===== src/rtl/mctrl_arbiter_if.sv =====
// Requester and memory-controller signal bundle for mctrl_arbiter.
// The master modport is the arbiter side; slave is the requester/memory side.
interface mctrl_arbiter_if #(
   parameter int NREQ = 4,
   parameter int AW   = 32,
   parameter int DW   = 32
);
   logic [NREQ-1:0]    req_valid;
   logic [NREQ-1:0]    req_write;
   logic [NREQ*AW-1:0] req_addr;
   logic [NREQ*DW-1:0] req_wdata;
   logic [NREQ-1:0]    req_ready;
   logic [NREQ-1:0]    rsp_valid;
   logic [DW-1:0]      rsp_rdata;
   logic               rsp_error;
   logic               mem_valid;
   logic               mem_write;
   logic [AW-1:0]      mem_addr;
   logic [DW-1:0]      mem_wdata;
   logic               mem_ready;
   logic               mem_done;
   logic [DW-1:0]      mem_rdata;

   modport master (
      input  req_valid, req_write, req_addr, req_wdata,
      output req_ready, rsp_valid, rsp_rdata, rsp_error,
      output mem_valid, mem_write, mem_addr, mem_wdata,
      input  mem_ready, mem_done, mem_rdata
   );

   modport slave (
      output req_valid, req_write, req_addr, req_wdata,
      input  req_ready, rsp_valid, rsp_rdata, rsp_error,
      input  mem_valid, mem_write, mem_addr, mem_wdata,
      output mem_ready, mem_done, mem_rdata
   );
endinterface


===== src/rtl/mctrl_arbiter.sv =====
// Round-robin arbiter of NREQ requesters onto one memory port, one transaction in flight.
// req_ready 1 cycle after request seen in IDLE, mem_valid 1 cycle later; holds command under mem_ready backpressure.
module mctrl_arbiter #(
   parameter int NREQ    = 4,
   parameter int AW      = 32,
   parameter int DW      = 32,
   parameter int TIMEOUT = 255
) (
   input logic clk,
   input logic reset,
   mctrl_arbiter_if.master bus
);
   localparam int IW = (NREQ > 1) ? $clog2(NREQ) : 1;

   typedef enum logic [1:0] {IDLE, ISSUE, WAIT} state_t;

   typedef struct packed {
      logic          write;
      logic [AW-1:0] addr;
      logic [DW-1:0] wdata;
   } cmd_t;

   state_t          state;
   cmd_t            cmd;
   cmd_t            sel;
   logic [IW-1:0]   owner;
   logic [IW-1:0]   rr_ptr;
   logic [IW-1:0]   owner_inc;
   logic [IW-1:0]   gnt_idx;
   logic            gnt_found;
   logic [15:0]     cnt;
   logic [15:0]     cnt_inc;
   logic            tmo_hit;
   logic [NREQ-1:0] req_ready_q;
   logic [NREQ-1:0] rsp_valid_q;
   logic [DW-1:0]   rsp_rdata_q;
   logic            rsp_error_q;
   logic            mem_valid_q;

   // First requester at or after rr_ptr, wrapping; its fields are muxed out for latching.
   always_comb begin
      int j;
      j         = 0;
      gnt_found = 1'b0;
      gnt_idx   = '0;
      sel       = '0;
      for (int i = 0; i < NREQ; i++) begin
         j = int'(rr_ptr) + i;
         if (j >= NREQ) j = j - NREQ;
         if (!gnt_found && bus.req_valid[j]) begin
            gnt_found = 1'b1;
            gnt_idx   = IW'(j);
            sel.write = bus.req_write[j];
            sel.addr  = bus.req_addr[j*AW +: AW];
            sel.wdata = bus.req_wdata[j*DW +: DW];
         end
      end
   end

   assign owner_inc = IW'((int'(owner) + 1) % NREQ);
   assign cnt_inc   = (cnt == 16'hFFFF) ? cnt : cnt + 16'd1;
   // Expiry fires on the edge where the count steps onto TIMEOUT.
   assign tmo_hit   = (cnt == 16'(TIMEOUT - 1));

   always_ff @(posedge clk or negedge reset) begin
      if (!reset) begin
         state       <= IDLE;
         cmd         <= '0;
         owner       <= '0;
         rr_ptr      <= '0;
         cnt         <= '0;
         req_ready_q <= '0;
         rsp_valid_q <= '0;
         rsp_rdata_q <= '0;
         rsp_error_q <= 1'b0;
         mem_valid_q <= 1'b0;
      end else begin
         req_ready_q <= '0;
         rsp_valid_q <= '0;
         rsp_rdata_q <= '0;
         rsp_error_q <= 1'b0;
         case (state)
            IDLE: begin
               if (gnt_found) begin
                  req_ready_q[gnt_idx] <= 1'b1;
                  owner                <= gnt_idx;
                  cmd                  <= sel;
                  cnt                  <= '0;
                  state                <= ISSUE;
               end
            end
            ISSUE: begin
               cnt <= cnt_inc;
               if (tmo_hit) begin
                  rsp_valid_q[owner] <= 1'b1;
                  rsp_error_q        <= 1'b1;
                  mem_valid_q        <= 1'b0;
                  cmd                <= '0;
                  rr_ptr             <= owner_inc;
                  state              <= IDLE;
               end else if (mem_valid_q && bus.mem_ready) begin
                  mem_valid_q <= 1'b0;
                  state       <= WAIT;
               end else begin
                  mem_valid_q <= 1'b1;
               end
            end
            WAIT: begin
               cnt <= cnt_inc;
               // mem_done wins over a simultaneous expiry.
               if (bus.mem_done) begin
                  rsp_valid_q[owner] <= 1'b1;
                  rsp_rdata_q        <= cmd.write ? '0 : bus.mem_rdata;
                  cmd                <= '0;
                  rr_ptr             <= owner_inc;
                  state              <= IDLE;
               end else if (tmo_hit) begin
                  rsp_valid_q[owner] <= 1'b1;
                  rsp_error_q        <= 1'b1;
                  cmd                <= '0;
                  rr_ptr             <= owner_inc;
                  state              <= IDLE;
               end
            end
            default: state <= IDLE;
         endcase
      end
   end

   assign bus.req_ready = req_ready_q;
   assign bus.rsp_valid = rsp_valid_q;
   assign bus.rsp_rdata = rsp_rdata_q;
   assign bus.rsp_error = rsp_error_q;
   assign bus.mem_valid = mem_valid_q;
   assign bus.mem_write = cmd.write;
   assign bus.mem_addr  = cmd.addr;
   assign bus.mem_wdata = cmd.wdata;
endmodule


===== src/flat_wrapper.sv =====
// flat-port wrapper written by rule: the top's interface ports become plain ports
module mctrl_arbiter_flat 
#(
   parameter int NREQ    = 4,
   parameter int AW      = 32,
   parameter int DW      = 32,
   parameter int TIMEOUT = 255
)
  (clk, reset, bus_req_valid, bus_req_write, bus_req_addr, bus_req_wdata, bus_req_ready, bus_rsp_valid, bus_rsp_rdata, bus_rsp_error, bus_mem_valid, bus_mem_write, bus_mem_addr, bus_mem_wdata, bus_mem_ready, bus_mem_done, bus_mem_rdata);
  mctrl_arbiter_if #(.NREQ(NREQ), .AW(AW), .DW(DW)) bus_i ();
  input logic clk;
  input logic reset;
  input wire logic [$bits(bus_i.req_valid)-1:0] bus_req_valid;
  input wire logic [$bits(bus_i.req_write)-1:0] bus_req_write;
  input wire logic [$bits(bus_i.req_addr)-1:0] bus_req_addr;
  input wire logic [$bits(bus_i.req_wdata)-1:0] bus_req_wdata;
  output wire logic [$bits(bus_i.req_ready)-1:0] bus_req_ready;
  output wire logic [$bits(bus_i.rsp_valid)-1:0] bus_rsp_valid;
  output wire logic [$bits(bus_i.rsp_rdata)-1:0] bus_rsp_rdata;
  output wire logic [$bits(bus_i.rsp_error)-1:0] bus_rsp_error;
  output wire logic [$bits(bus_i.mem_valid)-1:0] bus_mem_valid;
  output wire logic [$bits(bus_i.mem_write)-1:0] bus_mem_write;
  output wire logic [$bits(bus_i.mem_addr)-1:0] bus_mem_addr;
  output wire logic [$bits(bus_i.mem_wdata)-1:0] bus_mem_wdata;
  input wire logic [$bits(bus_i.mem_ready)-1:0] bus_mem_ready;
  input wire logic [$bits(bus_i.mem_done)-1:0] bus_mem_done;
  input wire logic [$bits(bus_i.mem_rdata)-1:0] bus_mem_rdata;
  assign bus_i.req_valid = bus_req_valid;
  assign bus_i.req_write = bus_req_write;
  assign bus_i.req_addr = bus_req_addr;
  assign bus_i.req_wdata = bus_req_wdata;
  assign bus_req_ready = bus_i.req_ready;
  assign bus_rsp_valid = bus_i.rsp_valid;
  assign bus_rsp_rdata = bus_i.rsp_rdata;
  assign bus_rsp_error = bus_i.rsp_error;
  assign bus_mem_valid = bus_i.mem_valid;
  assign bus_mem_write = bus_i.mem_write;
  assign bus_mem_addr = bus_i.mem_addr;
  assign bus_mem_wdata = bus_i.mem_wdata;
  assign bus_i.mem_ready = bus_mem_ready;
  assign bus_i.mem_done = bus_mem_done;
  assign bus_i.mem_rdata = bus_mem_rdata;
  mctrl_arbiter #(.NREQ(NREQ), .AW(AW), .DW(DW), .TIMEOUT(TIMEOUT)) u_core (.clk(clk), .reset(reset), .bus(bus_i));
endmodule

===== config.mk =====
export PLATFORM = sky130hd
export DESIGN_NAME = mctrl_arbiter_flat
export DESIGN_NICKNAME = d
export VERILOG_FILES = /design/src/rtl/mctrl_arbiter_if.sv /design/src/rtl/mctrl_arbiter.sv /design/src/flat_wrapper.sv
export SDC_FILE = /design/constraint.sdc
export NUM_CORES = 1
export LEC_CHECK = 0
export ABC_CLOCK_PERIOD_IN_PS = 6600
export CORE_ASPECT_RATIO = 0.8
export CORE_MARGIN = 4
export CORE_UTILIZATION = 40
export DETAILED_ROUTE_END_ITERATION = 7
export PLACE_DENSITY = 0.68
export RECOVER_POWER = 100
export SYNTH_ARGS = -nofsm -noshare
export SYNTH_HDL_FRONTEND = slang
export SYNTH_SLANG_ARGS = --single-unit

===== constraint.sdc =====
create_clock -name clk -period 6.6 [get_ports clk]
set_clock_uncertainty 0.2 [all_clocks]
set_input_delay 0.66 -clock clk [delete_from_list [all_inputs] [get_ports clk]]
set_output_delay 0.66 -clock clk [all_outputs]
set_load 0.02 [all_outputs]

Word level (Yosys, flattened, before mapping)
Cells that the tools add are included.
{"block": "totals", "register_bits": 129, "input_bits": 300, "output_inout_bits": 107}
{"block": "op_classes", "add_sub_neg": 9, "magnitude_cmp": 12, "n_eq_ne": 8, "shifts": 8, "n_mux": 73, "reduce_logical": 18}
{"operator": "variable part select 128 x 32 -> 32 bit", "count": 8}
{"operator": "two-way mux 65 bit", "count": 7}
{"operator": "two-way mux 32 bit", "count": 7}
{"operator": "case mux 65 bit (3 select lines)", "count": 1}
{"operator": "< comparator 32 x 4 -> 1 bit (second input constant)", "count": 4}
{"operator": ">= comparator 32 x 4 -> 1 bit (second input constant)", "count": 3}
{"operator": "subtractor 32 x 4 -> 32 bit (second input constant)", "count": 3}
{"operator": "two-way mux 16 bit", "count": 2}
{"operator": "case mux 16 bit (2 select lines)", "count": 1}
{"operator": "two-way mux 1 bit", "count": 26}
{"operator": "two-way mux 2 bit", "count": 11}
{"operator": "adder 16 x 1 -> 16 bit (second input constant)", "count": 1}
{"operator": "binary-select mux 1 bit (select 2 bit)", "count": 8}
{"operator": "== test 16 bit (second input constant)", "count": 1}
{"operator": "== test 16 x 8 -> 1 bit (second input constant)", "count": 1}
{"operator": "two-way mux 4 bit", "count": 4}
{"operator": "case mux 4 bit (2 select lines)", "count": 1}
{"operator": "adder 2 x 2 -> 3 bit (second input constant)", "count": 2}
{"operator": "logical AND 1 bit", "count": 6}
{"operator": "< comparator 2 x 3 -> 1 bit (second input constant)", "count": 2}
{"operator": "case mux 2 bit (3 select lines)", "count": 1}
{"operator": "AND reduction 3 bit", "count": 2}
{"operator": "demux 1 bit (select 2 bit)", "count": 2}
{"operator": ">= comparator 2 x 1 -> 1 bit (second input constant)", "count": 2}
{"operator": "18 further kinds", "count": 22}

Depth between registers and ports, before layout
{"block": "logic_depth", "ltp_word": 21, "mapped_depth": 10}

Worst setup path after synthesis
Ideal clock, no wire load.
{"block": "synth_timing", "path_kind": "reg-to-reg", "from": "reg u_core.rr_ptr[1]", "to": "reg u_core.cmd, in the netlist u_core.bus.mem_wdata[12]", "setup_time_ps": 126, "arrival_ps": 3245, "required_time_ps": 6274, "slack_ps": 3029, "path_stages_with_launch": 10, "cell_sequence": "dfrtp_1 -> clkbuf_1 -> inv_1 -> ha_1 -> buf_1 -> buf_1 -> mux4_2 -> a211oi_1 -> nor4b_1 -> a221o_1"}
{"block": "synth_via", "elab_chain_len": 17, "elab_cells_between_ends": 49, "classes_between": "add/sub: 7; order compare: 4; eq/ne: 1; shift: 4; mux: 26; reduce/logical: 7"}
{"element": "start: declaration", "line": "mctrl_arbiter.sv:27", "rtl": "logic [IW-1:0] rr_ptr;"}
{"element": "start signal: assignment", "line": "mctrl_arbiter.sv:99", "rtl": "rr_ptr <= owner_inc;"}
{"element": "start signal: assignment", "line": "mctrl_arbiter.sv:115", "rtl": "rr_ptr <= owner_inc;"}
{"element": "start signal: assignment", "line": "mctrl_arbiter.sv:121", "rtl": "rr_ptr <= owner_inc;"}
{"element": "branches (longest 17 deep; another with subtractor 32 x 4 -> 32 bit)"}
{"element": "end signal: assignment", "line": "mctrl_arbiter.sv:87", "rtl": "cmd <= sel;"}
{"element": "end: declaration", "line": "mctrl_arbiter.sv:24", "rtl": "cmd_t cmd;"}
Several ways; the timed one is not identified. The select of a mux whose other input is x is not followed.
A chain may end at the register's enable or synchronous reset.

Final worst setup path
{"block": "layout_timing", "from": "reg u_core.rr_ptr[0]", "to": "reg u_core.cmd, in the netlist u_core.bus.mem_wdata[18]"}
Same word-level chain as after synthesis.

==> out/results.tsv <==
metric	value	unit
htree_levels	4	
via_per_inst	6.532	
yosysSeqAreaShare	0.2326	
hold_path.class	flop to flop	
cts_hold_buf	0	
dp_hpwl	32530	microns
max_slew_margin	-2.268	
synth.area.top_cells	mux4_2, dfrtp_1, mux2_2	
synthFlopType	dfrtp_1	
gp_congestion	0.8192	
ys_async_sr_fraction	1.000	
layout_setup_ws	1.183	ns
grt_pass1_vias	12770	
start_util	0.4089	
synth_top_area_share	0.3230	
p_total	8.548	mW
synthMuxAreaShare	0.4329	
peakVddDrop	0.2995	mV
post-route-period-util	0.8207	
numPortBuffers	406	
tightest_slew	4.902	ns
cellPowerDensity	454.7	nW/um^2
fill_cells	2886	
grt_overflow	0	
final_hold_viol_count	0	
dieHeight	174.6	microns
path_class	flop to flop	
synth.avg_cell_area	12.23	sq um
cts_tree	built	
stdcell_count	1925	
rows	60	
rsz0062_at_grt	no	
vias	12580	
multi_input_area	10060	sq um
cts_buffers	17	
antenna_found_initial	3	
synth_compound_gate_area_share	0.1953	
synth_adder_area_share	0.01353	
tns	0	ns
yosys.area.top_type	mux4_2	
io_pins	407	
crit_path_max_fanout	50	
syn-num-nets	1450	
die-area	37750	sq um
setup_viol	0	
grt.total_usage	0.2477	
core_area	33930	sq um
die_w	216.2	microns
synth_xor_area_frac	0	
detail_route.wl_per_cell	24.88	microns
worstPathRequired	6.76	ns
status	finished with violations	
yosysUniqueCellTypes	49	
drt_wl_total	47900	microns
synthMostInstantiatedCell	mux4_2	
drt-initial-drc-count	913	
endpoint_kind	flop	
grt_max_degree	84	
clkLatencyLatePin	0.43	ns
synth_top_family_by_area	multiplexers	
clkTransAtPathRegs	0.07	ns
netlist_top_cells_count	mux4_2, mux2_2, dfrtp_1	
yosys.area_share.simple	0.08052	
dr.pass1.iters	5	
fmax	184.6	MHz
post_dp_cell_area	18190	sq um
clock_path_buffers	2	
violations	capacitance limit, slew limit	
period_minus_slack	5.417	ns
synthesis.area	13880	sq um
power_leakage	6.909	nW
post-place-cells	1892	
ant_nets	0	
design_area	18800	sq um
final_net_count	1761	
cp-start-kind	flop	
clock_sinks	129	
syn2layout_area_growth	35.48	%
cts-root-buf	clkbuf_16	
drv_cap	3	
ys_ff_latch	129	
synth_edf_count	0	
yosysWarnings	0	
report.final.slew_viol_count	123	
cts_resized	0	
drive_gt1_frac	0.2988	
synthCells	1135	
seq_area	3236	sq um
cp.arrival	5.58	ns
pre_cts_slack	1.368	ns
drc	0	
cts_setup_buffers	0	
grt_pass1_wl	75010	microns
[where the power goes]
part	internal, mW	switching (mW)
Combinational	2.99	3.23
Sequential	1.05	0.221
Clock	0.586	0.466
Total	4.63	3.92
[registers in the layout, summed over array words and instances (netlist names)]
name	cells
u_core.bus.mem_addr	32
u_core.bus.mem_write	1
u_core.bus.mem_wdata	32
u_core.rr_ptr	2
u_core.state	2
u_core.bus.req_ready	4
u_core.bus.rsp_rdata	32
u_core.cnt	16
u_core.bus.mem_valid	1
u_core.owner	2
u_core.bus.rsp_error	1
u_core.bus.rsp_valid	4
[cells by family (layout without fill, tap and decap cells)]
| kind of cell | after synthesis | after routing |
|---|---|---|
| multiplexers | 335 | 335 |
| AO/OA/AOI/OAI | 300 | 300 |
| AND/OR/NAND/NOR | 206 | 206 |
| buffers and inverters | 150 | 474 |
| flip-flops | 129 | 129 |
| adder cells (fa/ha/maj) | 15 | 15 |
| other | 0 | 1 |
[worst max-delay path, stage by stage, from the launching register on]
cell and delay (ns):
dfrtp_4 0.91, inv_1 0.30, ha_4 0.82, mux4_2 0.70, nor2b_2 1.27, buf_4 0.68, a211o_1 0.17, o2111ai_1 0.12
nand2_1 0.11
[cell type report]
| class | instances | area share |
|---|---|---|
| Tap cell | 465 | 0.03095 |
| Antenna cell | 1 | 0.0001331 |
| Multi-Input combinational cell | 856 | 0.5354 |
| Inverter | 12 | 0.002396 |
| Timing Repair Buffer | 430 | 0.2250 |
| Sequential cell | 129 | 0.1721 |
| Clock buffer | 17 | 0.02263 |
| Clock inverter | 15 | 0.01138 |
[layout by cell type, fill, tap and decap left out, drive strengths merged, types with 2 or more instances in the layout]
cell | netlist | final
bufinv | 0 | 2
a21oi | 14 | 14
clkbuf | 99 | 20
o21ai | 16 | 16
nor2b | 7 | 7
dlygate4sd3 | 0 | 108
a211o | 50 | 50
ha | 15 | 15
o2111ai | 47 | 47
a221oi | 18 | 18
a21boi | 2 | 2
nor3 | 3 | 3
a221o | 65 | 65
a22oi | 49 | 49
nor2 | 35 | 35
nand3 | 10 | 10
and3 | 5 | 5
mux2i | 5 | 5
nand4 | 6 | 6
or4b | 2 | 2
o31ai | 10 | 10
o21a | 2 | 2
nor4b | 18 | 18
inv | 12 | 21
mux4 | 199 | 199
dfrtp | 129 | 129
nor4 | 4 | 4
clkdlybuf4s50 | 0 | 297
a211oi | 19 | 19
buf | 39 | 22
or3 | 2 | 2
or4 | 12 | 12
mux2 | 131 | 131
clkinv | 0 | 4
nand2 | 59 | 59
and2 | 40 | 40
[path summary, 6_finish.rpt]
kind | start | to | slack [ns] | depth (start not counted)
setup / recovery | u_core.rr_ptr[0] | u_core.bus.mem_wdata[18] | 1.18 | 8
hold / removal | u_core.bus.mem_addr[24] | u_core.bus.mem_addr[24] | 0.31 | 2
setup reg to reg | u_core.rr_ptr[0] | u_core.bus.mem_wdata[18] | 1.18 | 8
hold reg to reg | u_core.bus.mem_addr[24] | u_core.bus.mem_addr[24] | 0.31 | 2
max in group asynchronous | reset | u_core.bus.mem_addr[6] | 1.67 | 1
min in group asynchronous | reset | u_core.bus.mem_wdata[18] | 1.80 | 1
[metal layers]
| layer | part of all wire | track usage |
|---|---|---|
| met1 | 0.41 | 0.3334 |
| met4 | 0.025 | 0.07331 |
| met2 | 0.49 | 0.4021 |
| met3 | 0.080 | 0.05911 |
| met5 | 0.00056 | 0 |
[per-stage QoR]
stage | utilization | hold WS (ns)
after floorplan | - | 0.1644
after CTS | 0.5548 | 0.1286
final | 0.5540 | 0.3142
after detailed placement | 0.5360 | 0.3010
after global routing | 0.5540 | 0.3369
after global placement | 0.5360 | 0.2982
Power figures use the tool's default switching activity.
